File: config.mk
export PLATFORM = sky130hd
export DESIGN_NAME = division_arbiter_flat
export DESIGN_NICKNAME = d
export VERILOG_FILES = /design/src/rtl/division_arbiter_if.sv /design/src/rtl/division_arbiter.sv /design/src/flat_wrapper.sv
export SDC_FILE = /design/constraint.sdc
export NUM_CORES = 1
export LEC_CHECK = 0
export ABC_AREA = 0
export BUFFER_PORTS_ARGS = -buffer_cell sky130_fd_sc_hd__buf_2
export CAP_MARGIN = 5
export CORE_ASPECT_RATIO = 0.9
export CORE_UTILIZATION = 45
export DETAILED_ROUTE_END_ITERATION = 8
export PLACE_DENSITY = 0.76
export SETUP_SLACK_MARGIN = 0.5
export SYNTH_ARGS = -nofsm -noshare
export SYNTH_HDL_FRONTEND = slang
export SYNTH_SLANG_ARGS = --single-unit
File: constraint.sdc
create_clock -name clk -period 3.4 [get_ports clk]
set_input_delay 0 -clock clk [delete_from_list [all_inputs] [get_ports clk]]
set_output_delay 0 -clock clk [all_outputs]
set_load 0.02 [all_outputs]
File: src/rtl/division_arbiter_if.sv
// division_arbiter_if: request, response and divider buses
// shared between the calculator front-ends and the arbiter.
interface division_arbiter_if #(
  parameter int DW = 4,
  parameter int QW = 8
);
  logic [1:0]    req_valid;
  logic [1:0]    req_ready;
  logic [DW-1:0] req0_a;
  logic [DW-1:0] req0_b;
  logic [DW-1:0] req1_a;
  logic [DW-1:0] req1_b;
  logic          rsp_valid;
  logic          rsp_ready;
  logic          rsp_id;
  logic [QW-1:0] rsp_q;
  logic          rsp_err;
  logic [DW-1:0] div_a;
  logic [DW-1:0] div_b;
  logic          div_start;
  logic [QW-1:0] div_q;
  logic          div_done;
  logic          busy;

  modport master (
    input  req_valid,
    input  req0_a,
    input  req0_b,
    input  req1_a,
    input  req1_b,
    input  rsp_ready,
    input  div_q,
    input  div_done,
    output req_ready,
    output rsp_valid,
    output rsp_id,
    output rsp_q,
    output rsp_err,
    output div_a,
    output div_b,
    output div_start,
    output busy
  );

  modport slave (
    output req_valid,
    output req0_a,
    output req0_b,
    output req1_a,
    output req1_b,
    output rsp_ready,
    output div_q,
    output div_done,
    input  req_ready,
    input  rsp_valid,
    input  rsp_id,
    input  rsp_q,
    input  rsp_err,
    input  div_a,
    input  div_b,
    input  div_start,
    input  busy
  );
endinterface

File: src/rtl/division_arbiter.sv
// division_arbiter: round-robin share of one signed divider
// between keypad (0) and serial (1) requesters.
module division_arbiter #(
  parameter int DW      = 4,
  parameter int QW      = 8,
  parameter int TIMEOUT = 20
) (
  input  logic                 clk,
  input  logic                 rst,
  division_arbiter_if.master   io_bus
);

  localparam int TW = $clog2(TIMEOUT);

  typedef enum logic [1:0] {
    S_IDLE,
    S_ISSUE,
    S_WAIT,
    S_RESP
  } state_t;

  state_t        r_state;
  state_t        w_next;

  logic          r_rr_ptr;
  logic          r_rr_seen;
  logic [DW-1:0] r_a;
  logic [DW-1:0] r_b;
  logic          r_id;
  logic [QW-1:0] r_q;
  logic          r_err;
  logic [TW-1:0] r_timer;

  logic          w_any;
  logic          w_both;
  logic          w_grant;
  logic [1:0]    w_ready;
  logic          w_accept;
  logic [DW-1:0] w_ga;
  logic [DW-1:0] w_gb;
  logic          w_bzero;
  logic          w_tmo;

  // Grant select: a lone requester wins; a tie goes away from the last grant,
  // and to requester 0 when nothing has been granted since reset.
  always_comb begin
    w_any   = |io_bus.req_valid;
    w_both  = &io_bus.req_valid;
    w_grant = 1'b0;
    unique case (1'b1)
      w_both:
        w_grant = r_rr_seen ? ~r_rr_ptr : 1'b0;
      (io_bus.req_valid == 2'b10):
        w_grant = 1'b1;
      default:
        w_grant = 1'b0;
    endcase
  end

  assign w_ga = w_grant ? io_bus.req1_a : io_bus.req0_a;
  assign w_gb = w_grant ? io_bus.req1_b : io_bus.req0_b;

  assign w_ready  = (r_state == S_IDLE && w_any) ?
                    (w_grant ? 2'b10 : 2'b01) : 2'b00;
  assign w_accept = |(io_bus.req_valid & w_ready);
  assign w_bzero  = (w_gb == '0);
  assign w_tmo    = (r_timer == TW'(TIMEOUT - 1));

  // State register.
  always_ff @(posedge clk) begin
    if (rst) begin
      r_state <= S_IDLE;
    end else begin
      r_state <= w_next;
    end
  end

  // Next-state: zero divisor skips the divider; done beats timeout.
  always_comb begin
    w_next = r_state;
    unique case (r_state)
      S_IDLE: begin
        if (w_accept) begin
          w_next = w_bzero ? S_RESP : S_ISSUE;
        end
      end
      S_ISSUE: begin
        w_next = S_WAIT;
      end
      S_WAIT: begin
        if (io_bus.div_done || w_tmo) begin
          w_next = S_RESP;
        end
      end
      S_RESP: begin
        if (io_bus.rsp_ready) begin
          w_next = S_IDLE;
        end
      end
      default: begin
        w_next = S_IDLE;
      end
    endcase
  end

  // Operand latch, round-robin pointer, timer and result capture.
  always_ff @(posedge clk) begin
    if (rst) begin
      r_rr_ptr  <= 1'b0;
      r_rr_seen <= 1'b0;
      r_a       <= '0;
      r_b       <= '0;
      r_id      <= 1'b0;
      r_q       <= '0;
      r_err     <= 1'b0;
      r_timer   <= '0;
    end else begin
      if (r_state == S_IDLE && w_accept) begin
        r_a       <= w_ga;
        r_b       <= w_gb;
        r_id      <= w_grant;
        r_rr_ptr  <= w_grant;
        r_rr_seen <= 1'b1;
        r_q       <= '0;
        r_err     <= w_bzero;
      end
      if (r_state == S_ISSUE) begin
        r_timer <= '0;
      end
      if (r_state == S_WAIT) begin
        r_timer <= r_timer + TW'(1);
        if (io_bus.div_done) begin
          r_q   <= io_bus.div_q;
          r_err <= 1'b0;
        end else if (w_tmo) begin
          r_q   <= '0;
          r_err <= 1'b1;
        end
      end
    end
  end

  assign io_bus.req_ready = w_ready;
  assign io_bus.rsp_valid = (r_state == S_RESP);
  assign io_bus.rsp_id    = r_id;
  assign io_bus.rsp_q     = r_q;
  assign io_bus.rsp_err   = r_err;
  assign io_bus.div_a     = r_a;
  assign io_bus.div_b     = r_b;
  assign io_bus.div_start = (r_state == S_ISSUE);
  assign io_bus.busy      = (r_state != S_IDLE);

endmodule

File: src/flat_wrapper.sv
// flat-port wrapper written by rule: the top's interface ports become plain ports
module division_arbiter_flat 
#(
  parameter int DW      = 4,
  parameter int QW      = 8,
  parameter int TIMEOUT = 20
)
  (clk, rst, io_bus_req_valid, io_bus_req0_a, io_bus_req0_b, io_bus_req1_a, io_bus_req1_b, io_bus_rsp_ready, io_bus_div_q, io_bus_div_done, io_bus_req_ready, io_bus_rsp_valid, io_bus_rsp_id, io_bus_rsp_q, io_bus_rsp_err, io_bus_div_a, io_bus_div_b, io_bus_div_start, io_bus_busy);
  division_arbiter_if #(.DW(DW), .QW(QW)) io_bus_i ();
  input  logic clk;
  input  logic rst;
  input wire logic [$bits(io_bus_i.req_valid)-1:0] io_bus_req_valid;
  input wire logic [$bits(io_bus_i.req0_a)-1:0] io_bus_req0_a;
  input wire logic [$bits(io_bus_i.req0_b)-1:0] io_bus_req0_b;
  input wire logic [$bits(io_bus_i.req1_a)-1:0] io_bus_req1_a;
  input wire logic [$bits(io_bus_i.req1_b)-1:0] io_bus_req1_b;
  input wire logic [$bits(io_bus_i.rsp_ready)-1:0] io_bus_rsp_ready;
  input wire logic [$bits(io_bus_i.div_q)-1:0] io_bus_div_q;
  input wire logic [$bits(io_bus_i.div_done)-1:0] io_bus_div_done;
  output wire logic [$bits(io_bus_i.req_ready)-1:0] io_bus_req_ready;
  output wire logic [$bits(io_bus_i.rsp_valid)-1:0] io_bus_rsp_valid;
  output wire logic [$bits(io_bus_i.rsp_id)-1:0] io_bus_rsp_id;
  output wire logic [$bits(io_bus_i.rsp_q)-1:0] io_bus_rsp_q;
  output wire logic [$bits(io_bus_i.rsp_err)-1:0] io_bus_rsp_err;
  output wire logic [$bits(io_bus_i.div_a)-1:0] io_bus_div_a;
  output wire logic [$bits(io_bus_i.div_b)-1:0] io_bus_div_b;
  output wire logic [$bits(io_bus_i.div_start)-1:0] io_bus_div_start;
  output wire logic [$bits(io_bus_i.busy)-1:0] io_bus_busy;
  assign io_bus_i.req_valid = io_bus_req_valid;
  assign io_bus_i.req0_a = io_bus_req0_a;
  assign io_bus_i.req0_b = io_bus_req0_b;
  assign io_bus_i.req1_a = io_bus_req1_a;
  assign io_bus_i.req1_b = io_bus_req1_b;
  assign io_bus_i.rsp_ready = io_bus_rsp_ready;
  assign io_bus_i.div_q = io_bus_div_q;
  assign io_bus_i.div_done = io_bus_div_done;
  assign io_bus_req_ready = io_bus_i.req_ready;
  assign io_bus_rsp_valid = io_bus_i.rsp_valid;
  assign io_bus_rsp_id = io_bus_i.rsp_id;
  assign io_bus_rsp_q = io_bus_i.rsp_q;
  assign io_bus_rsp_err = io_bus_i.rsp_err;
  assign io_bus_div_a = io_bus_i.div_a;
  assign io_bus_div_b = io_bus_i.div_b;
  assign io_bus_div_start = io_bus_i.div_start;
  assign io_bus_busy = io_bus_i.busy;
  division_arbiter #(.DW(DW), .QW(QW), .TIMEOUT(TIMEOUT)) u_core (.clk(clk), .rst(rst), .io_bus(io_bus_i));
endmodule
* Word-level counts from Yosys, hierarchy flattened
Cells that the tools add are included.
W data, S select, Z words.
** Storage, ports and cells
- Output and inout port bits :: 23
- Bits of input ports :: 30
- Register bits :: 26
** Operators by class
- Add/sub/neg operators :: 1
- Reduce and logical (&&, ||, !) cells :: 11
- Bitwise gates (word level) :: 2
- Eq/ne operators :: 8
- Mux-type cells :: 21
** Operators by type and width (number)
- $mux W8 :: 4
- $mux W2 :: 6
- $mux W5 :: 2
- $mux W4 :: 2
- $pmux W2 S4 :: 1
- $eq A2 B2 Y1 const B :: 3
- $add A5 B1 Y5 const B :: 1
- $eq A5 B5 Y1 const B :: 1
- $mux W1 :: 5
- $logic_not A4 Y1 :: 1
- $ne A2 B1 Y1 const B :: 2
- $reduce_bool A2 Y1 :: 2
- $reduce_or A2 Y1 :: 2
- $reduce_and A3 Y1 :: 1
- $and A2 B2 Y2 :: 1
- $eq A2 B1 Y1 const B :: 1
- $logic_and A1 B1 Y1 :: 2
- $logic_not A2 Y1 :: 1
- $ne A2 B2 Y1 const B :: 1
- $pmux W1 S2 :: 1
- $reduce_and A2 Y1 :: 1
- $logic_or A1 B1 Y1 :: 1
- $not A1 Y1 :: 1

* Logic depth before layout (Yosys ltp)
- Depth after elaboration :: 12
- Gate-level depth with buffers :: 7

* Worst setup path after synthesis
No wires, ideal clock.
- Path type :: reg2reg
- Start point :: register u_core.r_state[0]
- End point :: register u_core.r_q[0], in the netlist u_core.io_bus.rsp_q[0]
- Required time :: 3.340 ns
- Library setup time :: 0.060 ns
- Path slack :: 1.887 ns
- Period minus slack after synthesis :: 1.513 ns
- Data arrival time :: 1.452 ns
- Cell stages (with the launch flop) :: 7
- Path buffers :: 0
- Cell sequence :: dfxtp_1 inv_1 ha_1 inv_1 nor2_8 nor3_4 a22o_1
** On the way
- Cells in the longest elaborated chain, start to end :: 10
** Ends and longest elaborated chain
- start: declaration :: RTL line division_arbiter.sv:22 : state_t r_state;
- start signal: assignment :: RTL line division_arbiter.sv:74 : r_state <= w_next;
- $logic_not A2 Y1 :: RTL line division_arbiter.sv:63, division_arbiter.sv:118
- $logic_and A1 B1 Y1 :: RTL line division_arbiter.sv:63 : assign w_ready = (r_state == S_IDLE && w_any) ?
- $mux W2 :: RTL line division_arbiter.sv:63
- $and A2 B2 Y2 :: RTL line division_arbiter.sv:65 : assign w_accept = |(io_bus.req_valid & w_ready);
- $reduce_or A2 Y1 :: RTL line division_arbiter.sv:65
- $logic_and A1 B1 Y1 :: RTL line division_arbiter.sv:118 : if (r_state == S_IDLE && w_accept) begin
- $mux W8 :: RTL line division_arbiter.sv:118
- $mux W8 :: RTL line division_arbiter.sv:135 : end else if (w_tmo) begin
- $mux W8 :: RTL line division_arbiter.sv:132 : if (io_bus.div_done) begin
- $mux W8 * :: RTL line division_arbiter.sv:130 : if (r_state == S_WAIT) begin
- end signal: assignment :: RTL line division_arbiter.sv:133 : r_q <= io_bus.div_q;
- end: declaration :: RTL line division_arbiter.sv:30 : logic [QW-1:0] r_q;
Every way passes the cells marked *; elsewhere a longest branch is shown, timed or not.
A chain may end at the register's enable or synchronous reset.

* Final worst setup path
- Start point :: register u_core.r_state[1]
- End point :: register u_core.r_b[0], in the netlist u_core.io_bus.div_b[0]
** On the way
- Cells in the longest elaborated chain, start to end :: 6
** Ends and longest elaborated chain
- $logic_not A2 Y1 * :: RTL line division_arbiter.sv:63, division_arbiter.sv:118
- $logic_and A1 B1 Y1 :: RTL line division_arbiter.sv:63
- $mux W2 :: RTL line division_arbiter.sv:63
- $and A2 B2 Y2 :: RTL line division_arbiter.sv:65
- $reduce_or A2 Y1 :: RTL line division_arbiter.sv:65
- $logic_and A1 B1 Y1 * :: RTL line division_arbiter.sv:118
- end signal: assignment :: RTL line division_arbiter.sv:120 : r_b <= w_gb;
- end: declaration :: RTL line division_arbiter.sv:28 : logic [DW-1:0] r_b;
Marked as above.

==> impl_metrics.xml <==
<?xml version="1.0" encoding="UTF-8"?>
<metrics>
  <group name="run">
    <metric name="cap_violations" unit="">0</metric>
  </group>
  <group name="cells_and_area">
    <metric name="multi_input_comb_area" unit="sq um">654</metric>
    <metric name="seq_area" unit="sq um">520</metric>
    <metric name="final_area" unit="sq um">1800</metric>
    <metric name="insertedDiodeCount" unit="">0</metric>
    <metric name="synthToLayoutAreaGrowth" unit="%">46.7</metric>
    <metric name="filler_cell_count" unit="">183</metric>
    <metric name="final_net_count" unit="">245</metric>
    <metric name="layout.cells.most_common_list" unit="">sky130_fd_sc_hd__buf_2 (52), sky130_fd_sc_hd__dfxtp_1 (26), sky130_fd_sc_hd__dlygate4sd3_1 (25)</metric>
    <metric name="drive_gt1_frac" unit="">0.298</metric>
    <metric name="layout_commonest_cell" unit="">sky130_fd_sc_hd__buf_2</metric>
    <metric name="finished_layout_cells" unit="">236</metric>
    <metric name="utilization" unit="">0.715</metric>
  </group>
  <group name="placement">
    <metric name="dp.final_hpwl" unit="mm">2.08</metric>
    <metric name="postPlaceCellArea" unit="sq um">1490</metric>
    <metric name="place.gp.congestion" unit="">0.823</metric>
    <metric name="total_placed_cells_including_tap_cells" unit="">207</metric>
    <metric name="pre_cts_ws" unit="ns">1.77</metric>
    <metric name="io_buffers" unit="">52</metric>
  </group>
  <group name="timing">
    <metric name="timing_worst_slew_pin_value" unit="ns">0.547</metric>
    <metric name="hold_viol" unit="">0</metric>
    <metric name="max_freq" unit="MHz">474</metric>
    <metric name="post_route_fraction_of_the_period_consumed_by_the_critical_path" unit="">0.621</metric>
    <metric name="fin_hold_ws" unit="ns">0.0467</metric>
    <metric name="relSlewSlack" unit="">0.634</metric>
    <metric name="worst_clock_skew" unit="ns">0.00887</metric>
    <metric name="layout_setup_ws" unit="ns">1.29</metric>
    <metric name="setup_viol" unit="">0</metric>
    <metric name="tns" unit="ns">0</metric>
    <metric name="grt_setup_unrepaired" unit="">false</metric>
    <metric name="final_max_slew_viol_count" unit="">0</metric>
    <metric name="min_period" unit="ns">2.11</metric>
  </group>
  <group name="clock_network">
    <metric name="cts_root_buffer" unit="">sky130_fd_sc_hd__clkbuf_4</metric>
    <metric name="insertion_delay" unit="ns">0.33</metric>
    <metric name="ctsHoldBuffers" unit="">25</metric>
    <metric name="cts_buffer_depth" unit="">2</metric>
    <metric name="cts-buffers-inserted" unit="">3</metric>
    <metric name="post_cts_buffers" unit="">0</metric>
    <metric name="clock_sinks" unit="">26</metric>
    <metric name="cts-resized-gates" unit="">0</metric>
    <metric name="clk_pin_slew_worst_paths" unit="ns">0.15</metric>
    <metric name="cts_tree" unit="">yes</metric>
    <metric name="cts_max_level" unit="">1</metric>
  </group>
  <group name="floorplan">
    <metric name="die_height" unit="um">51.5</metric>
    <metric name="die_width" unit="um">57.0</metric>
    <metric name="core.rowCount" unit="">17</metric>
    <metric name="floorplan.initialDensity" unit="">0.488</metric>
    <metric name="pin_count" unit="">53</metric>
    <metric name="core-area" unit="sq um">2510</metric>
    <metric name="die-area" unit="sq um">2930</metric>
  </group>
  <group name="run_status">
    <metric name="result_of_the_run" unit="">finished, violations left</metric>
    <metric name="violations" unit="">design-rule violations</metric>
  </group>
  <group name="synth">
    <metric name="synthesized_area_fraction_occupied_by_ao_oa_aoi_and_oai_cells" unit="">0.179</metric>
    <metric name="synth.cell_area" unit="sq um">1220</metric>
    <metric name="synth_top_family_by_area" unit="">simple AND/OR/NAND/NOR gates</metric>
    <metric name="synthXorXnorAreaFrac" unit="">0.0286</metric>
    <metric name="synthesis.instances" unit="">132</metric>
    <metric name="seq_area_frac_synth" unit="">0.425</metric>
    <metric name="synth_nets" unit="">168</metric>
    <metric name="avgSynthCellArea" unit="sq um">9.27</metric>
    <metric name="synth.ff_latch_count" unit="">26</metric>
    <metric name="ys_types" unit="">31</metric>
    <metric name="synth_top_area_frac" unit="">0.425</metric>
    <metric name="yosys.area_share.adder" unit="">0.0613</metric>
    <metric name="post_synth_and_or_nand_nor_area_fraction" unit="">0.241</metric>
    <metric name="synth_top_cells_by_area" unit="">sky130_fd_sc_hd__dfxtp_1 (43%), sky130_fd_sc_hd__nor2_1 (7.1%), sky130_fd_sc_hd__ha_1 (6.1%), sky130_fd_sc_hd__a22o_1 (5.7%), sky130_fd_sc_hd__a311oi_1 (5.7%)</metric>
    <metric name="yosys_warn_count" unit="">0</metric>
    <metric name="synthMuxAreaShare" unit="">0.0245</metric>
    <metric name="cell_taking_the_most_area_after_synthesis" unit="">sky130_fd_sc_hd__dfxtp_1</metric>
  </group>
  <group name="pwr">
    <metric name="design_power_total" unit="mW">0.968</metric>
    <metric name="p_per_area" unit="nW/um^2">539</metric>
    <metric name="largest_vdd_supply_drop" unit="mV">0.509</metric>
    <metric name="p_leak" unit="nW">0.852</metric>
  </group>
  <group name="drt">
    <metric name="drcViolationCount" unit="">8</metric>
    <metric name="drt-wirelength-per-cell" unit="um">13.6</metric>
    <metric name="drtPass1Iterations" unit="">6</metric>
    <metric name="antenna_left" unit="">0</metric>
    <metric name="detail_route.vias_per_cell" unit="">5.25</metric>
    <metric name="drt_iter0_drc" unit="">67</metric>
    <metric name="route.vias.total" unit="">1240</metric>
    <metric name="drt_wl_total" unit="mm">3.21</metric>
  </group>
  <group name="worst_setup_path">
    <metric name="critical_path_required" unit="ns">3.68</metric>
    <metric name="path_class" unit="">register to register</metric>
    <metric name="timing.reg2reg.worst_path_depth" unit="">7</metric>
    <metric name="timing.critical_path.arrival" unit="ns">2.39</metric>
    <metric name="worst_setup_path_start_kind" unit="">register</metric>
    <metric name="timing.critical_path.to_type" unit="">register</metric>
    <metric name="cp_max_fo" unit="">19</metric>
  </group>
  <group name="global_route">
    <metric name="number_of_antenna_violations_at_the_first_check_in_global_routing" unit="">0</metric>
    <metric name="globalRouteOverflowTotal" unit="">0</metric>
    <metric name="maximum_number_of_pins_on_one_net_before_global_route_repair" unit="">20</metric>
    <metric name="grt_pass1_vias" unit="">1151</metric>
    <metric name="grtUsageTotal" unit="">0.237</metric>
    <metric name="grt_first_pass_wirelength" unit="mm">5.28</metric>
  </group>
  <group name="min_path">
    <metric name="hold_path_class" unit="">primary input to register</metric>
    <metric name="hold_depth" unit="">2</metric>
  </group>
</metrics>
[layer usage]
layer,track usage,up-vias,wire (um)
li1,-,621,-
met1,0.268,566,1270
met2,0.437,47,1680
met3,0.0633,6,221
met4,0.0691,0,45
met5,0,-,0
[sequential cells by signal (all words and copies together), names as in the netlist]
signal,cells
u_core.io_bus.div_b,4
u_core.r_rr_ptr,1
u_core.r_timer,5
u_core.io_bus.rsp_q,8
u_core.r_state,2
u_core.r_rr_seen,1
u_core.io_bus.div_a,4
u_core.io_bus.rsp_err,1
[logic make-up (layout without fill, tap and decap cells)]
family / after synthesis / after routing
AOI/OAI and AO/OA: 27 / 27
xor gates and xnor gates: 4 / 4
adders and majority gates: 6 / 6
buffers and inverters: 11 / 87
DFF: 26 / 26
muxes: 3 / 3
and+or+nand+nor: 55 / 55
[where the power goes]
group / internal [mW] / switching (mW)
registers: 0.348 / 0.0269
clock network: 0.119 / 0.0956
logic: 0.161 / 0.217
total: 0.629 / 0.339
[worst max-delay path, stage by stage, from the launching register on]
cell	delay (ns)
sky130_fd_sc_hd__dfxtp_1	0.36
sky130_fd_sc_hd__inv_1	0.13
sky130_fd_sc_hd__ha_1	0.23
sky130_fd_sc_hd__inv_1	0.14
sky130_fd_sc_hd__nor2_8	0.28
sky130_fd_sc_hd__nor2_1	0.07
sky130_fd_sc_hd__a311oi_1	0.27
sky130_fd_sc_hd__dlygate4sd3_1	0.59
[cells in the mapped netlist]
cell                         n
sky130_fd_sc_hd__clkbuf_1    3
sky130_fd_sc_hd__dfxtp_1    26
sky130_fd_sc_hd__xor2_1      3
sky130_fd_sc_hd__o21a_1      1
sky130_fd_sc_hd__a21o_1      1
sky130_fd_sc_hd__buf_4       2
sky130_fd_sc_hd__o21ai_2     1
sky130_fd_sc_hd__nor2_1     23
sky130_fd_sc_hd__ha_1        6
sky130_fd_sc_hd__nor3_4      1
sky130_fd_sc_hd__o21ai_0     1
sky130_fd_sc_hd__o21ai_1     1
sky130_fd_sc_hd__mux2i_1     3
sky130_fd_sc_hd__nor3_1      1
sky130_fd_sc_hd__xnor2_1     1
sky130_fd_sc_hd__a21oi_1     3
sky130_fd_sc_hd__a311oi_2    1
sky130_fd_sc_hd__nand4_1     2
sky130_fd_sc_hd__inv_1       6
sky130_fd_sc_hd__nand2_1    17
sky130_fd_sc_hd__o31ai_1     1
sky130_fd_sc_hd__nor3b_1     2
sky130_fd_sc_hd__a22oi_1     1
sky130_fd_sc_hd__a311oi_1    8
sky130_fd_sc_hd__nand4bb_4   1
sky130_fd_sc_hd__nor2b_1     2
sky130_fd_sc_hd__nand3b_1    1
sky130_fd_sc_hd__nor2_8      1
sky130_fd_sc_hd__nor3_2      1
sky130_fd_sc_hd__a22o_1      8
sky130_fd_sc_hd__nor4_1      3
[final timing paths]
| path | slack [ns] | startpoint | endpoint |
|---|---|---|---|
| max | 1.29 | u_core.r_state[1] | u_core.io_bus.div_b[0] |
| min reg2reg | 0.50 | u_core.io_bus.rsp_q[5] | u_core.io_bus.rsp_q[5] |
| max reg2reg | 1.29 | u_core.r_state[1] | u_core.io_bus.div_b[0] |
| min | 0.05 | rst | u_core.r_rr_seen |
[final cells by class]
cell class / instances / area share
multi-input cells: 95 / 0.364
flip-flops and latches: 26 / 0.290
repair buffers: 77 / 0.284
well taps: 28 / 0.0195
clock inverters: 1 / 0.0167
clock buffers: 3 / 0.0125
inverters: 6 / 0.0125
Power figures use the tool's default switching activity.
